File: src/rtl/sprite_compositor.sv
// Fixed-priority layer compositor with per-frame collision tracking.
// Two-stage pipeline: S1 captures layer state, S2 produces the registered pixel and frame reports.
module sprite_compositor #(
  parameter int unsigned N_LAYERS = 4,
  parameter int unsigned COLOR_W  = 4,
  parameter int unsigned OVL_W    = 20
) (
  input  logic                            CLK_100MHz,
  input  logic                            Reset,
  input  logic                            HBlank,
  input  logic                            VBlank,
  input  logic [N_LAYERS-1:0]             layer_yes,
  input  logic [N_LAYERS*3*COLOR_W-1:0]   layer_rgb,
  input  logic [N_LAYERS-1:0]             layer_en,
  input  logic [3*COLOR_W-1:0]            bg_rgb,
  output logic [COLOR_W-1:0]              RED,
  output logic [COLOR_W-1:0]              GREEN,
  output logic [COLOR_W-1:0]              BLUE,
  output logic                            blank_out,
  output logic                            frame_pulse,
  output logic [N_LAYERS-1:0]             collision_frame,
  output logic [OVL_W-1:0]                overlap_count
);

  localparam int unsigned PixW = 3 * COLOR_W;

  // S1 registers
  logic [N_LAYERS-1:0]      vis_q;
  logic                     blank1_q;
  logic                     vb_prev_q;
  logic                     rise_q;
  logic [N_LAYERS*PixW-1:0] rgb_q;
  logic [PixW-1:0]          bg_q;

  // Per-frame accumulators
  logic [N_LAYERS-1:0]      acc_flags_q;
  logic [OVL_W-1:0]         acc_cnt_q;

  logic [PixW-1:0]          pix_d;
  logic                     multi_vis;

  // Walk from lowest priority up so the lowest visible index wins.
  always_comb begin
    pix_d = bg_q;
    for (int i = N_LAYERS - 1; i >= 0; i--) begin
      if (vis_q[i]) pix_d = rgb_q[i*PixW +: PixW];
    end
    if (blank1_q) pix_d = '0;
  end

  // Clearing the lowest set bit leaves something only if two or more bits were set.
  assign multi_vis = |(vis_q & (vis_q - N_LAYERS'(1)));

  always_ff @(posedge CLK_100MHz) begin
    if (!Reset) begin
      vis_q           <= '0;
      blank1_q        <= 1'b0;
      vb_prev_q       <= 1'b1;
      rise_q          <= 1'b0;
      rgb_q           <= '0;
      bg_q            <= '0;
      acc_flags_q     <= '0;
      acc_cnt_q       <= '0;
      RED             <= '0;
      GREEN           <= '0;
      BLUE            <= '0;
      blank_out       <= 1'b1;
      frame_pulse     <= 1'b0;
      collision_frame <= '0;
      overlap_count   <= '0;
    end else begin
      vis_q    <= layer_yes & layer_en;
      blank1_q <= HBlank | VBlank;
      // Previous-VBlank copy resets high so a release inside VBlank sees no rise.
      vb_prev_q <= VBlank;
      rise_q    <= VBlank & ~vb_prev_q;
      rgb_q     <= layer_rgb;
      bg_q      <= bg_rgb;

      {RED, GREEN, BLUE} <= pix_d;
      blank_out          <= blank1_q;
      frame_pulse        <= rise_q;

      // The rise sample is always blanked, so report/clear never races accumulation.
      if (rise_q) begin
        collision_frame <= acc_flags_q;
        overlap_count   <= acc_cnt_q;
        acc_flags_q     <= '0;
        acc_cnt_q       <= '0;
      end else if (!blank1_q && multi_vis) begin
        acc_flags_q <= acc_flags_q | vis_q;
        if (acc_cnt_q != {OVL_W{1'b1}}) acc_cnt_q <= acc_cnt_q + OVL_W'(1);
      end
    end
  end

endmodule

File: config.mk
export PLATFORM = sky130hd
export DESIGN_NAME = sprite_compositor
export DESIGN_NICKNAME = d
export VERILOG_FILES = /design/src/rtl/sprite_compositor.sv
export SDC_FILE = /design/constraint.sdc
export NUM_CORES = 1
export LEC_CHECK = 0
export ABC_AREA = 1
export BUFFER_PORTS_ARGS = -buffer_cell sky130_fd_sc_hd__buf_2
export CORE_AREA = 2 2 106 108
export CTS_CLUSTER_DIAMETER = 30
export DETAILED_ROUTE_END_ITERATION = 16
export DIE_AREA = 0 0 108 110
export PLACE_DENSITY_LB_ADDON = 0.3
export SETUP_SLACK_MARGIN = 0.05
export SLEW_MARGIN = 20
export SYNTH_ARGS = -nofsm -noshare
export SYNTH_HDL_FRONTEND = slang
export SYNTH_SLANG_ARGS = --single-unit
File: constraint.sdc
create_clock -name CLK_100MHz -period 2.9 [get_ports CLK_100MHz]
set_input_delay 0.435 -clock CLK_100MHz [delete_from_list [all_inputs] [get_ports CLK_100MHz]]
set_output_delay 0.435 -clock CLK_100MHz [all_outputs]
set_load 0.02 [all_outputs]
Yosys cells after proc, flatten, opt, wreduce, memory -nomap -nowiden
Index checks and enable logic that the tools add are counted.

storage, ports and cells
  register bits after elaboration = 129
  input port bits = 72
  output and inout port bits = 38
  word-level logic and storage cells = 35

operators by class
  add/sub/neg operators = 2
  equal/unequal tests = 1
  multiplexer cells = 4
  bitwise gates (word level) = 7
  reductions and logical operators = 6

operators by type and width
  cell                                               number
  2-to-1 mux 12 bit                                  4
  adder 20 x 1 -> 20 bit (second input constant)     1
  inequality test 20 bit (second input constant)     1
  AND 4 bit                                          2
  bitwise OR 4 bit                                   1
  OR reduction 2 bit                                 2
  OR reduction 4 bit                                 1
  subtractor 4 x 1 -> 4 bit (second input constant)  1
  inverter 1 bit                                     2
  AND reduction 2 bit                                1
  AND 1 bit                                          1
  logical AND 1 bit                                  1
  logical NOT 1 bit                                  1
  bitwise OR 1 bit                                   1

Longest topological paths before layout
  depth after elaboration = 5
  gate-level depth with buffers = 10
  depth with buffers taken out = 10

Worst setup path after synthesis
OpenSTA, ideal clock, no wires.

  path kind = register to register
  start = reg acc_cnt_q[1]
  end = reg acc_cnt_q[11]
  data arrival time = 1443 ps
  data required time = 2768 ps
  setup slack = 1324 ps
  cell stages (with the launch flop) = 10
  clock period less this slack = 1576 ps
  cells stage by stage = dfxtp_1 > ha_1 > inv_1 > nor2_4 > nand2_2 > nor2_4 > a21oi_2 > buf_2 > nand2_1 > a21oi_1

on the way
  cells in the longest elaborated chain, start to end = 2

ends and longest elaborated chain
  what                                                            line  text
  start: declaration                                              37    logic [OVL_W-1:0] acc_cnt_q;
  start signal: assignment                                        92    if (acc_cnt_q != {OVL_W{1'b1}}) acc_cnt_q <= acc_cnt_q + OVL_W'(1);
  branches (longest 2 deep; another with adder 20 x 1 -> 20 bit)  --

Several ways; the timed one is not identified.
A chain may end at the register's enable or synchronous reset.

Worst setup path in the final report
  start = reg vis_q[0]
  end = reg acc_cnt_q[18]

on the way
  cells in the longest elaborated chain, start to end = 5

ends and longest elaborated chain
  what                             line  text
  start: declaration               28    logic [N_LAYERS-1:0] vis_q;
  start signal: assignment         72    vis_q <= layer_yes & layer_en;
  subtractor 4 x 1 -> 4 bit        52    assign multi_vis = |(vis_q & (vis_q - N_LAYERS'(1)));
  AND 4 bit *                      52
  OR reduction 4 bit *             52
  logical AND 1 bit *              90    end else if (!blank1_q && multi_vis) begin
  AND reduction 2 bit (no line) *  --

Mark *: on every way between the ends. The rest lies on a longest branch, timed or not.

==> summary.txt <==
Outcome
  – Run status: completed

Setup path
  – Critical path startpoint category: flop
  – Reg-to-reg startpoint: vis_q[0]
  – Kind of critical path: flop to flop
  – Reg2reg setup slack: 0.66 ns
  – Crit path required time: 3.31 ns
  – Critical-path maximum fanout: 16
  – CP Capture Type: flop
  – Arrival time worst endpoint: 2.65 ns
  – RR Endpoint: acc_cnt_q[18]
  – Max incr delay on CP: 0.68 ns
  – Crit path cell chain: nor2_1 > o21ai_1 > nand2_1 > a21oi_2 > nand3_1 > nand2_1 > nor2_1
  – Reg2reg path depth: 7
  – Slowest-stage cell, CP: dfxtp_1

STA
  – Fin crit share: 77.1%
  – Final setup viols: 0
  – Max Clock Skew: 0.00626 ns
  – Max-slew violations: 0
  – Endpoints failing hold: 0
  – Worst-Margin Slew: 0.857 ns
  – F_max: 447 MHz
  – Minimum clock period after layout: 2.24 ns
  – Slew headroom: 42.7%
  – RSZ-0062 raised after global routing: false
  – Fin Setup TNS: 0 ns

Route
  – Overall routed net length: 10300 um
  – Routed Antenna Nets: 0
  – Initial DRC count: 140
  – Met3 Wirelength: 586 um
  – DR top layer: met4
  – WL met2: 4770 um
  – DR WL/cell: 11.9 um
  – Vias per inst: 4.57
  – Via count: 3963
  – DR DRC count: 0
  – DRT met1 WL: 4710 um
  – Pre-antenna DRT Iters: 4

Global route
  – Aggregate global routing overflow: 0
  – Via count of the first global-routing pass: 3611
  – Largest net degree at the start of global routing: 65
  – Initial antenna violation count: 0
  – First-pass GRT wire length: 16400 um
  – Total track usage: 18.1%

Die
  – Die Wd: 108 um
  – Initial Util: 44.1%
  – Core box area: 0.0107 sq mm
  – # rows: 38
  – I/O pins: 110
  – Die height: 110 um
  – Die area: 0.0119 sq mm

Clock network
  – Num CTS Buffers: 17
  – Clk buf depth: 2
  – Number of hold buffers added after CTS: 0
  – CTS root buf: clkbuf_8
  – CTS HTree Levels: 4
  – Clk slew on worst S/H paths: 0.06 ns
  – Clk Latency, worst-skew pair: 0.52 ns
  – TritonCTS clock tree: built
  – CTS resizes: 0
  – CTS sink cnt: 129
  – Postcts setup bufs: 0

Logic synthesis
  – Synthesized Nets: 680
  – Post-synth EDFFs: 0
  – Seq cells post-synth: 129
  – Post-synthesis cell area: 0.00472 sq mm
  – YS warnings: 0
  – Cell variety after synth: 31
  – Share of the synthesized area in the top cell type: 54.7%
  – Cell count after synthesis: 607
  – Largest cells by area after synthesis: dfxtp_1, nand2_1, inv_1, nor2_1, nand3_1
  – Register area share after synthesis: 54.7%
  – Synth area leader: dfxtp_1
  – Asr flop ratio synth: 0%
  – Top FF cell, synth: dfxtp_1
  – Syn_area_per_cell: 7.77 sq um

Hold path
  – WHS Endpoint: bg_q[5]
  – Hold WC Path Type: input pin to flop
  – Hold Path Stages: 3
  – Hold_sp: bg_rgb[5]

Place
  – Final HPWL DP: 7380 um
  – GP Congestion: 0.903
  – Dpl cells: 836
  – Port-buffer cells: 109

Power and ir drop
  – Power Density: 686 mW/mm^2
  – Leak Pwr: 0.00294 uW
  – Worst vdd ir: 0.000332 V

Layout
  – Final core occ: 55.5%
  – # diodes: 0
  – Fillers: 1009
  – Layout cells sized above 1: 22.3%
  – NumNets Final: 788
  – Area Overhead vs Synth: 25.7%
  – Fin cells: 868

Flow run
  – Max Cap Viol: 0
==> metrics by stage <==
stage	hold slack [ns]	total power, uW	cell area (sq um)	setup slack, ns
6_report	0.0942	4070	5930	0.664
4_1_cts	0.0805	4100	5930	0.680
3_3_place_gp	0.371	2100	5370	0.793
5_1_grt	0.0766	4220	5930	0.371
3_5_place_dp	0.377	2110	5370	0.689
2_1_floorplan	0.368	2010	4720	1.32
==> kinds of logic after synthesis <==
| logic type | synth area share, % |
|---|---|
| AO/OA/AOI/OAI | 10.1 |
| XOR/XNOR | 1.86 |
| adder cells (fa/ha/maj) | 0.265 |
| buffers and inverters | 9.94 |
| flip-flops | 54.7 |
| AND/OR/NAND/NOR | 23.2 |
==> metal layers <==
| layer | track usage [%] | vias up |
|---|---|---|
| met1 | 22.4 | 1743 |
| met5 | 0 | - |
| met2 | 29.5 | 118 |
| met3 | 4.88 | 19 |
| met4 | 8.42 | 0 |
| li1 | - | 2083 |
==> sequential cells by signal, summed over array words and instances, names as in the netlist <==
register,cells
GREEN,4
RED,4
rise_q,1
blank1_q,1
blank_out,1
collision_frame,4
acc_cnt_q,20
BLUE,4
acc_flags_q,4
bg_q,12
vis_q,4
frame_pulse,1
vb_prev_q,1
overlap_count,20
rgb_q,48
==> cells in the final DEF (no fill, tap or decap), types with 3 or more instances in the layout <==
master / instances
nand2_1: 181
inv_6: 6
nand3_1: 27
buf_4: 4
inv_2: 4
inv_1: 93
a22oi_1: 11
xor2_1: 10
a22o_1: 3
clkinv_2: 3
buf_2: 109
a21oi_1: 26
dfxtp_1: 129
clkbuf_16: 16
nor2_2: 4
nor2_1: 40
o21ai_0: 24
inv_8: 3
o211ai_1: 12
nand2_2: 3
==> worst max path at each step <==
| stage | start | end | slack (ns) | cells after the start |
|---|---|---|---|---|
| global placement | vis_q[0] | acc_cnt_q[18] | 0.79 | 7 |
| CTS | vis_q[0] | acc_cnt_q[19] | 0.68 | 7 |
| floorplan | acc_cnt_q[1] | acc_cnt_q[11] | 1.32 | 9 |
| detailed placement | vis_q[0] | acc_cnt_q[19] | 0.69 | 7 |
| global route | vis_q[0] | acc_cnt_q[18] | 0.37 | 7 |
| finish | vis_q[0] | acc_cnt_q[18] | 0.66 | 7 |
==> critical path, delay by kind of cell (launching register included) <==
kind,cells,cell delay [ns]
AND/OR/NAND/NOR,5,0.70
AO/OA/AOI/OAI,2,0.73
flip-flops,1,0.68
==> power by group <==
part	switching, uW	total [uW]	internal [uW]
clock network	835	2000	1160
registers	19.3	1850	1830
logic	133	215	82.7
==> area by class of cell <==
type | count | area, sq um | area share, %
clock inverters | 15 | 148 | 2.49
multi-input cells | 356 | 1670 | 28.1
clock buffers | 17 | 414 | 6.98
flip-flops and latches | 129 | 2580 | 43.5
well taps | 140 | 175 | 2.95
inverters | 98 | 368 | 6.20
repair buffers | 113 | 576 | 9.70
==> Yosys cell counts (2+ instances only) <==
library cell and n:
inv_2 4, clkbuf_1 14, nor2_1 41, nand2_4 2, nand4_1 2, a21oi_1 26
a22oi_1 11, a22o_1 3, buf_1 6, o21ai_0 24, o211ai_1 12, nand2_1 181
buf_2 2, nand3_1 27, inv_1 93, dfxtp_1 129, xor2_1 10, nor2_2 3
nand2_2 3, nor2_4 2, o21ai_1 2
(Power assumes the default switching activity.)
